[src/rtl/regfile_master.sv]
`default_nettype none
// +----------------------------------------------------------------------+
// | Module      : regfile_master                                          |
// | Description : Command front-end for a write-first register file with |
// |               dual read ports; optional post-reset clear sweep is     |
// |               compiled in with macro RF_CLEAR_EN.                     |
// | Revision    : 1.0 - initial release                                   |
// +----------------------------------------------------------------------+
module regfile_master #(
  parameter int DATA_W = 4,
  parameter int ADDR_W = 5
) (
  input  logic              clk,
  input  logic              rst,
  input  logic              cmd_valid,
  output logic              cmd_ready,
  input  logic              cmd_we,
  input  logic [ADDR_W-1:0] cmd_addr1,
  input  logic [ADDR_W-1:0] cmd_addr2,
  input  logic [DATA_W-1:0] cmd_wdata,
  output logic              rsp_valid,
  input  logic              rsp_ready,
  output logic [DATA_W-1:0] rsp_data1,
  output logic [DATA_W-1:0] rsp_data2,
  output logic [ADDR_W-1:0] rf_rd_addr1,
  output logic [ADDR_W-1:0] rf_rd_addr2,
  output logic [ADDR_W-1:0] rf_wr_addr,
  output logic [DATA_W-1:0] rf_wr_data,
  output logic              rf_wen,
  output logic              rf_stall,
  input  logic [DATA_W-1:0] rf_rd_data1,
  input  logic [DATA_W-1:0] rf_rd_data2
);

  localparam logic [1:0] S_IDLE    = 2'd1;
  localparam logic [1:0] S_RD_WAIT = 2'd2;
  localparam logic [1:0] S_RESP    = 2'd3;
`ifdef RF_CLEAR_EN
  localparam logic [1:0] S_CLEAR   = 2'd0;
  localparam logic [1:0] S_RESET   = S_CLEAR;
`else
  localparam logic [1:0] S_RESET   = S_IDLE;
`endif

  logic [1:0]        state_q, state_d;
  logic              wen_q, wen_d;
  logic [ADDR_W-1:0] wr_addr_q, wr_addr_d;
  logic [DATA_W-1:0] wr_data_q, wr_data_d;
  logic [DATA_W-1:0] rsp_data1_q, rsp_data1_d;
  logic [DATA_W-1:0] rsp_data2_q, rsp_data2_d;
  logic              cmd_acc;
`ifdef RF_CLEAR_EN
  logic [ADDR_W-1:0] clr_cnt_q, clr_cnt_d;
`endif

  assign cmd_acc = cmd_valid & cmd_ready;

  always_ff @(posedge clk) begin
    if (rst) begin
      state_q     <= S_RESET;
      wen_q       <= 1'b0;
      wr_addr_q   <= '0;
      wr_data_q   <= '0;
      rsp_data1_q <= '0;
      rsp_data2_q <= '0;
`ifdef RF_CLEAR_EN
      clr_cnt_q   <= '0;
`endif
    end else begin
      state_q     <= state_d;
      wen_q       <= wen_d;
      wr_addr_q   <= wr_addr_d;
      wr_data_q   <= wr_data_d;
      rsp_data1_q <= rsp_data1_d;
      rsp_data2_q <= rsp_data2_d;
`ifdef RF_CLEAR_EN
      clr_cnt_q   <= clr_cnt_d;
`endif
    end
  end

  always_comb begin
    state_d     = state_q;
    wen_d       = cmd_acc & cmd_we;
    wr_addr_d   = wen_d ? cmd_addr1 : wr_addr_q;
    wr_data_d   = wen_d ? cmd_wdata : wr_data_q;
    // The register file presents read data during RD_WAIT; that is the only capture point.
    rsp_data1_d = (state_q == S_RD_WAIT) ? rf_rd_data1 : rsp_data1_q;
    rsp_data2_d = (state_q == S_RD_WAIT) ? rf_rd_data2 : rsp_data2_q;
`ifdef RF_CLEAR_EN
    clr_cnt_d   = (state_q == S_CLEAR) ? clr_cnt_q + ADDR_W'(1) : clr_cnt_q;
`endif
    case (state_q)
`ifdef RF_CLEAR_EN
      S_CLEAR:   if (clr_cnt_q == {ADDR_W{1'b1}}) state_d = S_IDLE;
`endif
      S_IDLE:    if (cmd_acc && !cmd_we) state_d = S_RD_WAIT;
      S_RD_WAIT: state_d = S_RESP;
      S_RESP:    if (rsp_ready) state_d = S_IDLE;
      default:   state_d = S_RESET;
    endcase
  end

  always_comb begin
    cmd_ready   = (state_q == S_IDLE) && !rst;
    rf_stall    = (state_q == S_RD_WAIT) || (state_q == S_RESP);
    rsp_valid   = (state_q == S_RESP);
    rsp_data1   = rsp_data1_q;
    rsp_data2   = rsp_data2_q;
    rf_rd_addr1 = cmd_addr1;
    rf_rd_addr2 = cmd_addr2;
    rf_wen      = wen_q;
    rf_wr_addr  = wr_addr_q;
    rf_wr_data  = wr_data_q;
`ifdef RF_CLEAR_EN
    if ((state_q == S_CLEAR) && !rst) begin
      rf_wen     = 1'b1;
      rf_wr_addr = clr_cnt_q;
      rf_wr_data = '0;
    end
`endif
  end

endmodule
`default_nettype wire
[config.mk]
export PLATFORM = sky130hd
export DESIGN_NAME = regfile_master
export DESIGN_NICKNAME = d
export VERILOG_FILES = /design/src/rtl/regfile_master.sv
export SDC_FILE = /design/constraint.sdc
export NUM_CORES = 1
export LEC_CHECK = 0
export ABC_AREA = 0
export CAP_MARGIN = 0
export CORE_UTILIZATION = 35
export DETAILED_ROUTE_END_ITERATION = 8
export PLACE_DENSITY = 0.75
export SLEW_MARGIN = 20
export SYNTH_ARGS = -nofsm -noshare
export SYNTH_HDL_FRONTEND = slang
export SYNTH_SLANG_ARGS = --single-unit
[constraint.sdc]
create_clock -name clk -period 2 [get_ports clk]
set_clock_uncertainty 0.1 [all_clocks]
set_input_delay 0.4 -clock clk [delete_from_list [all_inputs] [get_ports clk]]
set_output_delay 0.4 -clock clk [all_outputs]
set_load 0.02 [all_outputs]
Word level (Yosys, flattened, before mapping)
Index checks and enable logic that the tools add are counted.

word-level totals
  register bits = 20
  input bits = 27
  output and inout bits = 31
  word-level logic and storage cells = 22

operators by class
  equal/unequal tests = 5
  multiplexer cells = 3
  bitwise logic cells = 2
  reductions and logical operators = 6

operator list
  operator              count
  $pmux W2 S3           1
  $eq A2 B2 Y1 const B  2
  $mux W2               2
  $and A1 B1 Y1         2
  $eq A2 B1 Y1 const B  1
  $logic_and A1 B1 Y1   2
  $logic_not A1 Y1      2
  $ne A2 B1 Y1 const B  1
  $ne A2 B2 Y1 const B  1
  $reduce_and A2 Y1     1
  $logic_or A1 B1 Y1    1

Longest topological paths before layout
Gate-level depths: netlist of run 1.

  depth after elaboration = 6
  depth in mapped cells = 6
  mapped depth without buffers = 6

Worst setup path after synthesis of run 1
No wires, ideal clock.

  path type = flip-flop to output port
  start point = register state_q[0]
  end point = output rf_stall
  arrival = 1.111 ns
  data required time = 1.500 ns
  path slack = 0.389 ns
  cell stages (with the launch flop) = 5
  buffers on the path = 1
  path through = dfxtp_1 > inv_1 > ha_1 > buf_2 > or2_2

on the way
  longest elaborated chain between the ends = 2
  elaborated cells on any way between the ends = 3
  those cells by class = eq/ne: 2; reduce/logical: 1

RTL lines
  element                 line  source
  start, declared         45    logic [1:0] state_q, state_d;
  start signal, assigned  70    state_q <= state_d;
  $eq A2 B2 Y1            106   rf_stall = (state_q == S_RD_WAIT) || (state_q == S_RESP);
  $logic_or A1 B1 Y1 *    106
  end, declared           30    output logic rf_stall,

Every way passes the cells marked *; elsewhere a longest branch is shown, timed or not.

Worst setup path in the final report of run 1
  start point = input cmd_addr1[4]
  end point = output rf_rd_addr1[4]

RTL lines
  element          line  source
  start, declared  18    input logic [ADDR_W-1:0] cmd_addr1,
  end, declared    25    output logic [ADDR_W-1:0] rf_rd_addr1,

No word-level cell between the ends.

==> flow_summary.json, run 1 <==
{
  "status": "complete, no violations",
  "overflow": 0,
  "synth_cell_types": 18,
  "cts_tree": "built",
  "synth_area_leaders": "dfxtp_1 (46%), mux2i_1 (9.3%), buf_4 (8.7%), nand2_1 (7.8%), ha_1 (4.3%)",
  "syn_area_um2": 865,
  "path_buf_inv": 2,
  "min_period_ps": 1980,
  "relSlewSlack": 0.841,
  "maxCapViolCount": 0,
  "multi_input_area_um2": 359,
  "clk_pin_slew_ps": 110,
  "crit_path_max_fanout": 2,
  "cp_cell_sequence": "clkdlybuf4s50_1, clkdlybuf4s50_1",
  "dp_hpwl_um": 1410,
  "setup_ws_ps": 16.5,
  "internal_power_w": 0.000799,
  "worstMarginPinSlew_ps": 237,
  "rows": 17,
  "grt_pass1_vias": 743,
  "cts_setup_buffers": 0,
  "final_core_util": 0.593,
  "wl_per_cell_um": 11.3,
  "cts_buffers": 3,
  "antenna_found_initial": 0,
  "num_vias": 736,
  "power.leakage_nw": 0.530,
  "setup_viol": 0,
  "endpoint_kind": "output pin",
  "cpMostUsedCell": "clkdlybuf4s50_1",
  "crit_arrival_ps": 1480,
  "power_frac_clock": 0.296,
  "busiest_layer": "met2",
  "max_stage_delay_ps": 600,
  "io_buffers": 47,
  "min_path_type": "reg2reg",
  "crit_type": "in2out",
  "use_met3": 0.0468,
  "drive_gt1_frac": 0.119,
  "startpoint_type": "input port",
  "yosysTopAreaCellShare": 0.463,
  "fmax_ghz": 0.504,
  "die_x_um": 51.7,
  "ir_worst_vdd_v": 0.000480,
  "synthTopCellsByCount": "dfxtp_1 (20), nand2_1 (18), buf_4 (10), nor2_1 (10), mux2i_1 (8)",
  "die_area_um2": 2670,
  "cp.required_ps": 1500,
  "powerDensity_nw_per_um2": 820,
  "initial_core_util": 0.380,
  "met2_usage": 0.266,
  "avgViaCountPerCell": 4.54,
  "cts_buffer_depth": 2,
  "htreeDepth": 1,
  "combPwrFrac": 0.295,
  "yosysSeqAreaShare": 0.463,
  "grtUsageTotal": 0.151,
  "ys_warn_count": 0,
  "first_pass_iters": 4,
  "regArea_um2": 402,
  "switchingPower_w": 0.000306,
  "cts.root.buffer_cell": "clkbuf_4",
  "period_share": 0.992,
  "ios": 58,
  "worst_path_max_delay_cell": "clkdlybuf4s50_1",
  "fillCellCount": 216,
  "final_nets": 165,
  "ys_seq_elements": 20,
  "clkSinkCount": 20,
  "dieHeight_um": 51.7,
  "syn_nets": 124,
  "synthCells": 94,
  "hold_violations": 0,
  "async_flop_share": 0,
  "syn_avg_cell_area_um2": 9.20,
  "place.gp.congestion": 0.615,
  "drc_errors": 0,
  "synth_edf_count": 0,
  "rsz0062_at_grt": "no",
  "yosys_most_used_dff": "dfxtp_1",
  "clk_latency_ps": 300,
  "cp_top_family": "buffers and inverters",
  "p_seq_frac": 0.409,
  "diodes": 0,
  "synthToLayoutAreaGrowth_pct": 56.0,
  "grt_max_degree": 22,
  "yosys.area.top_type": "dfxtp_1",
  "met1_usage": 0.165,
  "ant_nets": 0,
  "dr.first_iter.drc_count": 8,
  "core_area_um2": 2280,
  "switching_share": 0.277,
  "synth.most_common_cell": "dfxtp_1",
  "grt_pass1_wl_um": 3030,
  "place_ws_ps": -48.4,
  "wl_um": 1830,
  "slew_violations": 0,
  "setup_tns_ps": 0
}
==> kinds of logic (layout without fill, tap and decap cells) <==
group / count (synthesis) / in the layout / share of synthesized area
AO/OA/AOI/OAI: 12 / 12 / 0.0854
AND/OR/NAND/NOR: 33 / 33 / 0.178
flip-flops: 20 / 20 / 0.463
multiplexers: 9 / 9 / 0.106
buffers and inverters: 17 / 57 / 0.124
adder cells (fa/ha/maj): 3 / 3 / 0.0434
==> power groups by stage <==
| stage | sequential [W] | combinational, W | clock (W) |
|---|---|---|---|
| after floorplan | 0.000483 | 0.000185 | 0 |
| after global placement | 0.000458 | 0.000339 | 0 |
| after detailed placement | 0.000460 | 0.000344 | 0 |
| after CTS | 0.000452 | 0.000336 | 0.000344 |
| after global routing | 0.000457 | 0.000353 | 0.000355 |
| final | 0.000452 | 0.000326 | 0.000327 |
==> final cells by class <==
| type | instances | share of cell area |
|---|---|---|
| Clock inverter | 1 | 0.0223 |
| Sequential cell | 20 | 0.298 |
| Clock buffer | 3 | 0.0167 |
| Multi-Input combinational cell | 57 | 0.266 |
| Tap cell | 28 | 0.0260 |
| Timing Repair Buffer | 49 | 0.358 |
| Inverter | 4 | 0.0130 |
==> layout by cell type (no fill, tap or decap), drive strengths merged <==
cell type	count
clkdlybuf4s50	41
dfxtp	20
nand2	18
nor2	10
a21oi	10
mux2i	8
inv	4
clkbuf	3
ha	3
buf	3
nor2b	2
dlymetal6s2s	2
dlygate4sd2	2
or2	1
nand2b	1
o21ai	1
o211ai	1
nand4b	1
mux2	1
bufinv	1
clkdlybuf4s15	1
==> sequential cells by signal (all words and copies together), names as in the netlist <==
signal / count
rsp_data2: 4
rf_wen: 1
rsp_data1: 4
rf_wr_data: 4
rf_wr_addr: 5
state_q: 2
==> path summary, 6_finish.rpt <==
| check | depth (start not counted) | slack [ps] | endpoint | startpoint |
|---|---|---|---|---|
| min reg2reg | 2 | 370 | rf_wr_data[3] | rf_wr_data[3] |
| min | 2 | 370 | rf_wr_data[3] | rf_wr_data[3] |
| max | 2 | 20 | rf_rd_addr1[4] | cmd_addr1[4] |
| max reg2reg | 4 | 600 | state_q[1] | state_q[0] |
==> timing repair <==
action / in CTS / in global routing
setup endpoints to repair: 4 / 4
resized for setup: 8 / 4
hold buffers: 0 / 0
==> stage by stage <==
stage	hold WS [ps]	std cells	total power, W	instance area (um^2)
finish	366	162	0.00111	1350
CTS	368	162	0.00113	1350
global placement	342	158	0.000797	1290
floorplan	416	94	0.000669	865
global route	387	162	0.00117	1350
detailed placement	348	158	0.000805	1290
==> routing by layer <==
metal / vias to the layer above / part of all wire
met5: - / 0
met4: 0 / 0.014
met3: 6 / 0.10
met2: 40 / 0.44
met1: 314 / 0.44
li1: 376 / -
Power figures use the tool's default switching activity.
==> inputs of run 2 (changes only) <==
Settings changed: CAP_MARGIN 0 to 40.
==> results of run 2 <==
No change in the layout: final DEF, timing and power equal those of run 1.
==> inputs of run 3 (changes only) <==
Settings changed: SKIP_LAST_GASP set to 1.
==> run 3 against run 2 <==
  * Register-to-register slack is essentially flat
  * Combinational power grew 1%
  * Fmax is the same
  * Total power grew 0.27%
  * Sequential power is essentially flat
  * Count of clock-buffer cells in the layout is the same
==> flow_summary.json, run 3 (synthesis results as in run 1) <==
{
  "status": "complete, no violations",
  "grt_pass1_wl_um": 3030,
  "crit_arrival_ps": 1480,
  "place.gp.congestion": 0.615,
  "setup_viol": 0,
  "max_stage_delay_ps": 600,
  "wl_um": 1830,
  "path_buf_inv": 2,
  "cts_buffer_depth": 2,
  "grtUsageTotal": 0.151,
  "ff2ff_setup_slack_ps": 590,
  "die_x_um": 51.7,
  "cts_buffers": 3,
  "rr_worst_depth": 6,
  "overflow": 0,
  "use_met3": 0.0468,
  "dp_cells": 158,
  "avgViaCountPerCell": 4.53,
  "slew_violations": 0,
  "min_period_ps": 1980,
  "r2r-start": "state_q[0]",
  "fmax_ghz": 0.504,
  "power.leakage_nw": 0.534,
  "internal_power_w": 0.000801,
  "cpMostUsedCell": "clkdlybuf4s50_1",
  "final_core_util": 0.594,
  "die_area_um2": 2670,
  "final_nets": 166,
  "clkSinkCount": 20,
  "busiest_layer": "met2",
  "switching_share": 0.277,
  "crit_cells": 2,
  "wl_per_cell_um": 11.2,
  "startpoint_type": "input port",
  "rows": 17,
  "met2_usage": 0.266,
  "period_share": 0.992,
  "switchingPower_w": 0.000307,
  "dieHeight_um": 51.7,
  "rsz0062_at_grt": "no",
  "crit_end": "rf_rd_addr1[4]",
  "drive_gt1_frac": 0.133,
  "crit_path_max_fanout": 2,
  "power_frac_clock": 0.295,
  "powerDensity_nw_per_um2": 820,
  "num_vias": 739,
  "combPwrFrac": 0.298,
  "clk_latency_ps": 300,
  "place_area_um2": 1290,
  "dr.first_iter.drc_count": 9,
  "cp_cell_sequence": "clkdlybuf4s50_1, clkdlybuf4s50_1",
  "worstMarginPinSlew_ps": 237,
  "core_area_um2": 2280,
  "maxCapViolCount": 0,
  "worstSetupStartpoint": "cmd_addr1[4]",
  "clk_pin_slew_ps": 110,
  "endpoint_kind": "output pin",
  "worst_path_max_delay_cell": "clkdlybuf4s50_1",
  "ant_nets": 0,
  "cts_tree": "built",
  "drc_errors": 0,
  "met1_usage": 0.165,
  "largest_reg_flops": 5,
  "htreeDepth": 1,
  "ctsHoldBuffers": 0,
  "antenna_found_initial": 0,
  "ir_worst_vdd_v": 0.000488,
  "r2r_end": "rf_wr_data[2]",
  "p_total_w": 0.00111,
  "io_buffers": 47,
  "cp_top_family": "buffers and inverters",
  "initial_core_util": 0.380,
  "design_area_um2": 1350,
  "min_path_type": "reg2reg",
  "relSlewSlack": 0.841,
  "grt_pass1_vias": 743,
  "synthToLayoutAreaGrowth_pct": 56.3,
  "layout_common_cells": "clkdlybuf4s50_1 (41), dfxtp_1 (19), nand2_1 (18)",
  "grt_max_degree": 22,
  "ios": 58,
  "first_pass_iters": 4,
  "p_seq_frac": 0.407,
  "cts.root.buffer_cell": "clkbuf_4",
  "diodes": 0,
  "hold_violations": 0,
  "cp.required_ps": 1500,
  "crit_type": "in2out",
  "dp_hpwl_um": 1410,
  "final_cells": 163,
  "final_common_cell": "clkdlybuf4s50_1"
}
-- run 3: power by group through the flow --
| stage | clock network, W | registers (W) | logic, W |
|---|---|---|---|
| after floorplan | 0 | 0.000483 | 0.000185 |
| after global placement | 0 | 0.000458 | 0.000339 |
| after detailed placement | 0 | 0.000460 | 0.000344 |
| after CTS | 0.000344 | 0.000452 | 0.000332 |
| after global routing | 0.000355 | 0.000456 | 0.000358 |
| final | 0.000327 | 0.000451 | 0.000330 |
-- run 3: metal layers --
layer | vias to the layer above | wire [um] | share of wire
li1 | 378 | - | -
met1 | 315 | 814 | 0.44
met2 | 40 | 809 | 0.44
met3 | 6 | 183 | 0.10
met4 | 0 | 25 | 0.014
met5 | - | 0 | 0
-- run 3: what timing repair did --
item                                    4_1_cts  5_1_grt
buffers inserted                              0        1
endpoints found under the setup margin        4        4
gates resized for setup                       5        7
-- run 3: worst min path at each step --
stage | slack (ps) | startpoint | end | cells after the start
after floorplan | 420 | state_q[0] | state_q[0] | 2
after global placement | 340 | rf_wr_addr[0] | rf_wr_addr[0] | 2
after detailed placement | 350 | rf_wr_addr[1] | rf_wr_addr[1] | 2
after CTS | 370 | rf_wr_data[3] | rf_wr_data[3] | 2
after global routing | 390 | rf_wr_data[3] | rf_wr_data[3] | 2
final | 370 | rf_wr_data[3] | rf_wr_data[3] | 2
-- run 3: layout make-up --
type	instances	area, um^2
Tap cell	28	35.0
Sequential cell	20	402
Multi-Input combinational cell	57	359
Fill cell	217	925
Clock buffer	3	22.5
Timing Repair Buffer	50	485
Inverter	4	17.5
Clock inverter	1	30.0
-- run 3: metrics by stage --
step / setup TNS [ps] / worst slack [ps] / hold WS, ps
after CTS: -89.0 / -89.0 / 368
after detailed placement: -49.6 / -48.4 / 348
final: 0 / 16.5 / 366
after global placement: -30.4 / -24.8 / 342
after floorplan: 0 / 389 / 416
after global routing: 0 / 1.30 / 387
